`src/rtl/inv_perm_pkg.sv`:
```
// Shared definitions for the decrypt-side inverse byte-permutation stage.
// Key-select codes, the occupancy encoding and the byte-source table.
// Optional feature macro used by the stage: INV_PERM_BYPASS_EN.
package inv_perm_pkg;

  localparam logic [1:0] SEL_OUT_R = 2'b00;
  localparam logic [1:0] SEL_IN_R  = 2'b01;
  localparam logic [1:0] SEL_IN_L  = 2'b10;
  localparam logic [1:0] SEL_OUT_L = 2'b11;

  typedef enum logic [1:0] {
    EMPTY = 2'd0,
    ONE   = 2'd1,
    FULL  = 2'd2
  } occ_t;

  // Flat byte position of row r, column j.
  function automatic int byte_idx(input int r, input int j);
    return 4 * r + j;
  endfunction

  // Input byte that lands on output byte (r,j) for a given key select.
  // Any byte not named by a select's rule passes straight through.
  function automatic int src_idx(input logic [1:0] sel, input int r, input int j);
    int s;
    s = byte_idx(r, j);
    case (sel)
      SEL_OUT_R: begin
        if (r == 0)      s = byte_idx(j, 3);
        else if (r == 3) s = byte_idx(j, 0);
        else if (j == 0) s = byte_idx(0, 3 - r);
        else if (j == 3) s = byte_idx(3, 3 - r);
      end
      SEL_OUT_L: begin
        if (r == 0)      s = byte_idx(3 - j, 0);
        else if (r == 3) s = byte_idx(3 - j, 3);
        else if (j == 0) s = byte_idx(3, r);
        else if (j == 3) s = byte_idx(0, r);
      end
      SEL_IN_R: begin
        if (r == 1 && j == 1)      s = byte_idx(1, 2);
        else if (r == 1 && j == 2) s = byte_idx(2, 2);
        else if (r == 2 && j == 1) s = byte_idx(1, 1);
        else if (r == 2 && j == 2) s = byte_idx(2, 1);
      end
      default: begin
        if (r == 1 && j == 1)      s = byte_idx(2, 1);
        else if (r == 1 && j == 2) s = byte_idx(1, 1);
        else if (r == 2 && j == 1) s = byte_idx(2, 2);
        else if (r == 2 && j == 2) s = byte_idx(1, 2);
      end
    endcase
    return s;
  endfunction

endpackage

```
`src/rtl/inv_perm_map.sv`:
```
// Purely combinational inverse byte permutation: (state, sel) -> mapped.
// Each output byte is a 4:1 mux over the constant sources for the four selects.
module inv_perm_map
  import inv_perm_pkg::*;
#(
  parameter int BYTE_W = 8
) (
  input  logic [16*BYTE_W-1:0] state,
  input  logic [1:0]           sel,
  output logic [16*BYTE_W-1:0] mapped
);

  genvar gi;
  generate
    for (gi = 0; gi < 16; gi++) begin : g_byte
      localparam int S_OR = src_idx(SEL_OUT_R, gi / 4, gi % 4);
      localparam int S_IR = src_idx(SEL_IN_R,  gi / 4, gi % 4);
      localparam int S_IL = src_idx(SEL_IN_L,  gi / 4, gi % 4);
      localparam int S_OL = src_idx(SEL_OUT_L, gi / 4, gi % 4);

      assign mapped[gi*BYTE_W +: BYTE_W] =
        (sel == SEL_OUT_R) ? state[S_OR*BYTE_W +: BYTE_W] :
        (sel == SEL_IN_R)  ? state[S_IR*BYTE_W +: BYTE_W] :
        (sel == SEL_IN_L)  ? state[S_IL*BYTE_W +: BYTE_W] :
                             state[S_OL*BYTE_W +: BYTE_W];
    end
  endgenerate

endmodule

```
`src/rtl/inv_perm_stage.sv`:
```
// Decrypt pipeline stage: inverse-permutes a 4x4 byte state by key select and
// registers it behind a valid/ready handshake with a 2-entry skid buffer.
// SKID=1 gives a registered in_ready; SKID=0 is a single register stage.
// Optional macro INV_PERM_BYPASS_EN adds in_bypass: such beats pass unpermuted.
module inv_perm_stage
  import inv_perm_pkg::*;
#(
  parameter int BYTE_W = 8,
  parameter int SKID   = 1
) (
  input  logic                 clk,
  input  logic                 reset,
  input  logic                 in_valid,
  output logic                 in_ready,
  input  logic [16*BYTE_W-1:0] in_state,
  input  logic [1:0]           in_key,
`ifdef INV_PERM_BYPASS_EN
  input  logic                 in_bypass,
`endif
  output logic                 out_valid,
  input  logic                 out_ready,
  output logic [16*BYTE_W-1:0] out_state
);

  localparam int W = 16 * BYTE_W;

  occ_t         occ;
  occ_t         occ_next;
  logic         ready_reg;
  logic [W-1:0] mapped;
  logic [W-1:0] beat;
  logic [W-1:0] skid_state;
  logic         in_fire;
  logic         out_fire;
  logic         load_out;
  logic         load_skid;
  logic         from_skid;

  inv_perm_map #(.BYTE_W(BYTE_W)) u_map (
    .state  (in_state),
    .sel    (in_key),
    .mapped (mapped)
  );

  // The bypass choice is resolved before capture, so whichever register holds
  // the beat (out or skid) already carries the right data for it.
`ifdef INV_PERM_BYPASS_EN
  assign beat = in_bypass ? in_state : mapped;
`else
  assign beat = mapped;
`endif

  assign in_fire  = in_valid & in_ready;
  assign out_fire = out_valid & out_ready;

  // Occupancy register; in_ready is precomputed from the next occupancy.
  always_ff @(posedge clk or negedge reset) begin
    if (!reset) begin
      occ       <= EMPTY;
      ready_reg <= 1'b1;
    end else begin
      occ       <= occ_next;
      ready_reg <= (occ_next != FULL);
    end
  end

  // Next occupancy from the two handshakes.
  always_comb begin
    occ_next = occ;
    case (occ)
      EMPTY: if (in_fire) occ_next = ONE;
      ONE: begin
        if (in_fire && !out_fire)      occ_next = FULL;
        else if (out_fire && !in_fire) occ_next = EMPTY;
      end
      FULL:    if (out_fire) occ_next = ONE;
      default: occ_next = EMPTY;
    endcase
  end

  // Handshake outputs decoded from occupancy (FULL is unreachable when SKID=0).
  always_comb begin
    out_valid = (occ != EMPTY);
    in_ready  = (SKID != 0) ? ready_reg : ((occ == EMPTY) | out_ready);
  end

  assign load_out  = in_fire & ((occ == EMPTY) | ((occ == ONE) & out_fire));
  assign load_skid = in_fire & (occ == ONE) & ~out_fire;
  assign from_skid = out_fire & (occ == FULL);

  // Output and skid data registers; the skid beat is older, so it wins.
  always_ff @(posedge clk or negedge reset) begin
    if (!reset) begin
      out_state  <= '0;
      skid_state <= '0;
    end else begin
      if (from_skid)     out_state <= skid_state;
      else if (load_out) out_state <= beat;
      if (load_skid)     skid_state <= beat;
    end
  end

endmodule
```
`config.mk`:
```
export PLATFORM = sky130hd
export DESIGN_NAME = inv_perm_stage
export DESIGN_NICKNAME = d
export VERILOG_FILES = /design/src/rtl/inv_perm_pkg.sv /design/src/rtl/inv_perm_map.sv /design/src/rtl/inv_perm_stage.sv
export SDC_FILE = /design/constraint.sdc
export NUM_CORES = 1
export LEC_CHECK = 0
export BUFFER_PORTS_ARGS = -buffer_cell sky130_fd_sc_hd__buf_2
export CORE_MARGIN = 10
export CORE_UTILIZATION = 45
export CTS_CLUSTER_DIAMETER = 200
export DETAILED_ROUTE_END_ITERATION = 8
export GPL_ROUTABILITY_DRIVEN = 0
export PLACE_DENSITY = 0.71
export SLEW_MARGIN = 15
export SYNTH_ARGS = -nofsm -noshare
export SYNTH_HDL_FRONTEND = slang
export SYNTH_SLANG_ARGS = --single-unit
```
`constraint.sdc`:
```
create_clock -name clk -period 1.8 [get_ports clk]
set_input_delay 0.27 -clock clk [delete_from_list [all_inputs] [get_ports clk]]
set_output_delay 0.27 -clock clk [all_outputs]
set_load 0.02 [all_outputs]
```
==> results.yml, run 1 <==
synthesis:
  synthDistinctLibCells: 25
  dominant_combinational_cell_family_by_area_after_synthesis: "multiplexers"
  yosysMostFrequentCell: "sky130_fd_sc_hd__dfrtp_1"
  area_fraction_in_compound_gates_after_synthesis_pct: 9.95
  synth_top_cells_by_area: "sky130_fd_sc_hd__dfrtp_1, sky130_fd_sc_hd__mux2i_1, sky130_fd_sc_hd__mux2_2, sky130_fd_sc_hd__a221o_1, sky130_fd_sc_hd__and2_1"
  synth_area_per_cell_um2: 13.2
  post_synth_fa_ha_maj_area_fraction_pct: 0
  synth-seq-area-share_pct: 49.2
  post_synth_and_or_nand_nor_area_fraction_pct: 6.65
  yosysTopAreaCell: "sky130_fd_sc_hd__dfrtp_1"
  synthCells: 998
  ys.flop_type: "sky130_fd_sc_hd__dfrtp_1"
  synth.net_count: 1132
  syn-cell-area_um2: 13200
  mux_contribution_to_synthesized_area_pct: 30.4
  synth_seq_cells: 259
  synth-xor-area-share_pct: 0
  synth_common_cells: "sky130_fd_sc_hd__dfrtp_1, sky130_fd_sc_hd__mux2i_1, sky130_fd_sc_hd__a221o_1, sky130_fd_sc_hd__and2_1, sky130_fd_sc_hd__mux2_2"
  yosysWarnings: 0
  synth_edf_count: 0
  yosys.area.top_type_share_pct: 49.0
  ys_async_sr_fraction_pct: 100
pwr:
  p_leak_nw: 7.94
  power.switching_mw: 9.07
  power.density_cell_area_nw_per_um2: 1600
  power.sequential.fraction_pct: 40.0
  share_comb_of_total_power_pct: 35.4
  clock_power_share_pct: 24.6
  sw_frac_of_total_pct: 34.9
  max-vdd-ir-drop_mv: 0.874
  post_layout_power_mw: 26.0
  p_int_mw: 16.9
sta:
  finalMaxSlewViolations: 0
  max_freq_ghz: 0.560
  final_period_minus_worst_setup_slack_ns: 1.79
  finalCritPeriodShare_pct: 99.2
  grt_setup_unrepaired: "true"
  whs_ns: 0.0578
  timing.clock.skew_ns: 0.00828
  layout_setup_ws_ns: 0.0138
  hold_violations: 0
  slew_headroom_pct: 60.1
  setup-violations-final: 0
  max_slew.worst_pin.slew_ns: 0.598
run_status:
  run_status: "finished clean"
floorplanning:
  design.die.area_um2: 36600
  coreArea_um2: 28800
  initial_core_util_pct: 45.8
  floorplan.die.width_um: 191
  chipHeight_um: 191
  design.portCount: 264
  floorplan.rows: 62
clock_network:
  cts.reportedPaths.clkPinSlew_ns: 0.06
  clock_tree.buffer_depth: 3
  cts_num_sinks: 259
  htree_levels: 1
  cts_tree: "yes"
  clock_insertion_delay_worst_skew_ns: 0.54
  tritoncts.num_buffers: 28
  cts_root_buf: "sky130_fd_sc_hd__clkbuf_16"
worst_setup_path:
  rr_startpoint: "in_ready$_DFF_PN1_"
  setup.worst_path.class: "register to register"
  critPathTopFamily: "compound AO/OA/AOI/OAI gates"
  arrival_time_of_data_at_the_critical_path_endpoint_ns: 2.20
  rr_endpoint: "out_state[92]$_DFFE_PN0P_"
  number_of_buffer_and_inverter_instances_along_the_worst_setup_path: 2
  timing.critical_path.depth: 5
  setup.worst_path.start_class: "register"
  timing.critical_path.from: "in_ready$_DFF_PN1_"
  ff2ff_setup_slack_ns: 0.01
  worst_r2r_path_depth: 5
  worstPathCellList: "nand3b_4 > buf_4 > o21ba_4 > buf_12 > a221o_1"
  worst_setup_path_endpoint: "out_state[92]$_DFFE_PN0P_"
  slowest_delay_ns: 0.55
  critical_path.max_fanout: 63
  critical_path.endpoint_type: "register"
  critical_path.slowest_cell: "sky130_fd_sc_hd__dfstp_2"
  worst-endpoint-required_ns: 2.21
global_route:
  first_pass_grt_wire_length_um: 56700
  first_global_vias: 9792
  antenna_found_initial: 0
  grt-ovfl-total: 0
  grt.total_usage_pct: 19.2
  grt_max_degree: 66
route:
  wirelength_um: 36200
  via_count: 9353
  drc: 0
  drt-wirelength-per-cell_um: 21.7
  avg_vias_per_cell: 5.61
  drt_first_iter_violations: 604
  first_pass_iters: 5
  ant_nets: 0
final_layout:
  synthToLayoutAreaGrowth_pct: 23.0
  post_route_cells_drive_above_1_share_pct: 39.3
  num_antenna_cells: 0
  final_nets: 1396
  post-route-util_pct: 56.4
place:
  port-buffer-count: 263
  hpwl_um: 26300
  place_ws_ns: 0.00621
flow_run:
  maxCapViolCount: 0
worst_hold_path:
  min-delay-path-class: "primary input to register"
-- cell families (layout without fill, tap and decap cells) --
| family | Yosys count | after routing |
|---|---|---|
| AND/OR/NAND/NOR | 137 | 137 |
| AO/OA/AOI/OAI | 132 | 132 |
| buffers and inverters | 85 | 370 |
| flip-flops | 259 | 259 |
| multiplexers | 385 | 385 |
-- flip-flops by register name, indices dropped and copies added, names as in the netlist --
register,count
in_ready,1
skid_state,128
out_state,128
occ,2
-- area by class of cell --
| cell class | count | area (µm²) |
|---|---|---|
| Inverter | 1 | 3.75 |
| Tap cell | 384 | 480 |
| Clock buffer | 29 | 726 |
| Multi-Input combinational cell | 654 | 6230 |
| Clock inverter | 22 | 307 |
| Sequential cell | 259 | 6480 |
| Fill cell | 2423 | 12600 |
| Timing Repair Buffer | 318 | 1990 |
-- cell usage in the layout (no fill, tap or decap), drive strengths merged --
cell type	n
buf	317
dfrtp	258
mux2i	257
and2	128
a221o	128
mux2	128
clkbuf	29
clkinv	10
bufinv	7
clkinvlp	4
inv	2
or2	1
nand4b	1
nand2b	1
a21o	1
nor2b	1
nand2	1
nand3b	1
a21boi	1
o22ai	1
nor2	1
and3b	1
o21ba	1
nor3b	1
dlygate4sd3	1
dfstp	1
-- stage by stage --
step	cells	instance area, µm²	setup TNS (ns)
final	1667	16200	0
after global routing	1667	16200	-1.97
after CTS	1664	16200	0
after detailed placement	1612	15100	0
after global placement	1612	15100	0
after floorplan	998	13200	0
-- routing by layer --
layer | vias to the layer above | wire, µm | GRT usage (%)
li1 | 4301 | - | -
met1 | 4746 | 16100 | 25.9
met2 | 248 | 17200 | 31.0
met3 | 58 | 2120 | 3.88
met4 | 0 | 776 | 4.69
met5 | - | 0 | 0
-- power by group through the flow --
stage / Clock [mW] / Sequential [mW] / Combinational, mW
after floorplan: 0 / 11.6 / 4.48
after global placement: 0 / 10.4 / 9.07
after detailed placement: 0 / 10.4 / 9.31
after CTS: 6.52 / 10.4 / 9.34
after global routing: 6.75 / 10.7 / 9.90
final: 6.39 / 10.4 / 9.21
-- worst min-delay path by stage --
stage,startpoint,end,slack (ns),cells after the start
3_5_place_dp,reset,out_state[10]$_DFFE_PN0P_,0.24,1
6_report,out_ready,in_ready$_DFF_PN1_,0.06,2
3_3_place_gp,reset,out_state[10]$_DFFE_PN0P_,0.24,1
4_1_cts,out_ready,in_ready$_DFF_PN1_,0.03,2
2_1_floorplan,reset,occ[0]$_DFF_PN0_,-0.03,0
5_1_grt,out_ready,in_ready$_DFF_PN1_,0.06,2
-- timing repair --
| item | CTS | global route |
|---|---|---|
| pin swaps | 0 | 1 |
| endpoints found under the setup margin | 2 | 155 |
| hold buffers | 1 | 0 |
| endpoints found under the hold margin | 47 | 0 |
| setup buffers | 0 | 3 |
| resized for setup | 4 | 2 |
(Power assumes the default switching activity.)
==> run 2, diff against run 1 <==
GPL_TIMING_DRIVEN = 0   (was default)
==> run 2 against run 1 <==
Via count rose by 3.8%. Final cell count rose by 2.1%. Non-clock buffer count rose by 35. Global-route usage rose by 2.4 points. Wire length rose by 15%. Sequential cell count did not move. First-iteration DRC count fell by 1.2%. Clock skew barely moved. Sequential share of layout area fell by 1.1 points. Die area did not move. The flow now finishes with violations (negative setup slack). Fmax fell by 2.8%.
==> results.yml, run 2 (synthesis gave the netlist of run 1 again) <==
run_status:
  run_status: "finished, violations left"
  violations_in_the_final_reports: "negative setup slack"
sta:
  final_period_minus_worst_setup_slack_ns: 1.84
  grt_setup_unrepaired: "true"
  finalMaxSlewViolations: 0
  max_freq_ghz: 0.544
  finalCritPeriodShare_pct: 102
  fin_tns_setup_ns: -1.13
  layout_setup_ws_ns: -0.0385
  timing.clock.skew_ns: 0.00794
  slew_headroom_pct: 64.3
  hold_violations: 0
  max_slew.worst_pin.slew_ns: 0.536
  setup-violations-final: 79
global_route:
  grt_max_degree: 107
  first_pass_grt_wire_length_um: 61500
  grtUsageMet1_pct: 27.7
  first_global_vias: 10300
  use_met2_pct: 36.1
  grt.total_usage_pct: 21.6
  grt_busiest_layer: "met2"
  global_route.usage.met3_pct: 4.46
  antenna_found_initial: 0
  grt-ovfl-total: 0
clock_network:
  tritoncts.num_buffers: 29
  htree_levels: 1
  clock_tree.buffer_depth: 3
  cts.reportedPaths.clkPinSlew_ns: 0.06
  cts_num_sinks: 259
  cts_root_buf: "sky130_fd_sc_hd__clkbuf_16"
  clock_insertion_delay_worst_skew_ns: 0.54
  cts_tree: "yes"
pwr:
  sw_frac_of_total_pct: 35.3
  max-vdd-ir-drop_mv: 0.976
  share_comb_of_total_power_pct: 38.3
  p_int_mw: 17.3
  p_leak_nw: 8.36
  clock_power_share_pct: 22.5
  power.sequential.fraction_pct: 39.2
  power.switching_mw: 9.43
  power.density_cell_area_nw_per_um2: 1600
worst_setup_path:
  rr_startpoint: "in_ready$_DFF_PN1_"
  setup.worst_path.start_class: "register"
  slowest_delay_ns: 0.57
  critical_path.slowest_cell: "sky130_fd_sc_hd__dfstp_2"
  rr_endpoint: "skid_state[88]$_DFFE_PN0P_"
  worst-endpoint-required_ns: 2.22
  critical_path.endpoint_type: "register"
  arrival_time_of_data_at_the_critical_path_endpoint_ns: 2.26
  ff2ff_setup_slack_ns: -0.04
  number_of_buffer_and_inverter_instances_along_the_worst_setup_path: 3
  setup.worst_path.class: "register to register"
  cpMostUsedCell: "sky130_fd_sc_hd__buf_12"
  critPathTopFamily: "flip-flops"
  worstPathCellList: "nand3b_4 > nor3b_4 > buf_6 > buf_12 > buf_12 > mux2_2"
  worst_r2r_path_depth: 6
  critical_path.max_fanout: 10
final_layout:
  final_common_cell: "sky130_fd_sc_hd__buf_2"
  final_instance_count_without_filler_cells: 1702
  num_antenna_cells: 0
  final_nets: 1432
  synthToLayoutAreaGrowth_pct: 26.5
  top_regs: "out_state (128), skid_state (128), occ (2)"
  post_route_cells_drive_above_1_share_pct: 40.6
  leading_cell_types_in_the_layout_fill_and_taps_excluded: "sky130_fd_sc_hd__buf_2, sky130_fd_sc_hd__dfrtp_1, sky130_fd_sc_hd__mux2i_1, sky130_fd_sc_hd__and2_1, sky130_fd_sc_hd__a221o_1"
route:
  avg_vias_per_cell: 5.71
  ant_nets: 0
  drt_first_iter_violations: 597
  drt-wirelength-per-cell_um: 24.5
  first_pass_iters: 5
  wirelength_um: 41600
  drc: 0
  via_count: 9710
floorplanning:
  chipHeight_um: 191
  design.portCount: 264
  floorplan.die.width_um: 191
  floorplan.rows: 62
  coreArea_um2: 28800
  design.die.area_um2: 36600
  initial_core_util_pct: 45.8
place:
  place_ws_ns: -0.248
  port-buffer-count: 261
  hpwl_um: 30700
  place.detailed.instances: 1645
worst_hold_path:
  hold_depth: 2
  min-delay-path-class: "primary input to register"
  hold_end: "in_ready$_DFF_PN1_"
  holdCritStartpoint: "out_ready"
flow_run:
  maxCapViolCount: 0
==> run 2: cell types whose count changed in the layout (fill, tap and decap cells not counted), sizes merged <==
cell | previous run | this run
clkinv | 10 | 6
bufinv | 7 | 2
clkinvlp | 4 | 3
inv | 2 | 3
clkbuf | 29 | 56
buf | 317 | 334
==> run 2: worst max path at each step <==
stage                                   from                          end  slack, ns  depth (start not counted)
after floorplan           in_ready$_DFF_PN1_  skid_state[107]$_DFFE_PN0P_       0.07                          5
after global placement                 reset    out_state[81]$_DFFE_PN0P_      -4.19                          1
after detailed placement  in_ready$_DFF_PN1_   skid_state[31]$_DFFE_PN0P_      -0.25                          5
after CTS                 in_ready$_DFF_PN1_    out_state[73]$_DFFE_PN0P_       -0.1                          5
after global routing      in_ready$_DFF_PN1_   skid_state[17]$_DFFE_PN0P_      -0.10                          6
final                     in_ready$_DFF_PN1_   skid_state[88]$_DFFE_PN0P_      -0.04                          6
==> run 2: area by class of cell <==
class | instances | area, µm²
Tap cell | 384 | 480
Clock inverter | 13 | 133
Fill cell | 2386 | 12100
Timing Repair Buffer | 269 | 1480
Clock buffer | 38 | 840
Inverter | 1 | 3.75
Buffer | 84 | 712
Sequential cell | 259 | 6480
Multi-Input combinational cell | 654 | 6550
==> run 2: per-stage QoR <==
| step | util (%) | hold WS, ns | area [µm²] | power, mW |
|---|---|---|---|---|
| floorplan | - | -0.0256 | 13200 | 16.1 |
| global placement | 52.0 | 0.480 | 15000 | 19.4 |
| detailed placement | 52.3 | 0.225 | 15000 | 19.7 |
| CTS | 56.4 | 0.0272 | 16200 | 26.0 |
| global route | 58.0 | 0.0650 | 16700 | 28.0 |
| finish | 58.0 | 0.0522 | 16700 | 26.7 |
==> run 2: repair_timing <==
item                                   CTS  global route
endpoints found under the hold margin   54             0
hold buffers                             1             0
gates cloned                             1             2
buffers inserted                         1             1
setup endpoints to repair              223           237
pin swaps                                0             0
resized for setup                       56           138
==> run 2: power by group through the flow <==
stage               registers, mW  clock network, mW  logic (mW)
floorplan                    11.6                  0        4.48
global placement             10.3                  0        9.09
detailed placement           10.4                  0        9.34
CTS                          10.4               6.09        9.52
global route                 10.8               6.37        10.9
finish                       10.5               6.02        10.2
==> run 2: routing by layer <==
metal | part of all wire [%] | wire, µm
met1 | 43 | 17800
met3 | 6.4 | 2650
met2 | 48 | 20100
met5 | 0 | 0
met4 | 2.7 | 1110
==> run 2: worst reg2reg max path, stage by stage (launching register included) <==
cell and delay [ns]:
sky130_fd_sc_hd__dfstp_2 0.57, sky130_fd_sc_hd__nand3b_4 0.11, sky130_fd_sc_hd__nor3b_4 0.21, sky130_fd_sc_hd__buf_6 0.17, sky130_fd_sc_hd__buf_12 0.15, sky130_fd_sc_hd__buf_12 0.16, sky130_fd_sc_hd__mux2_2 0.34
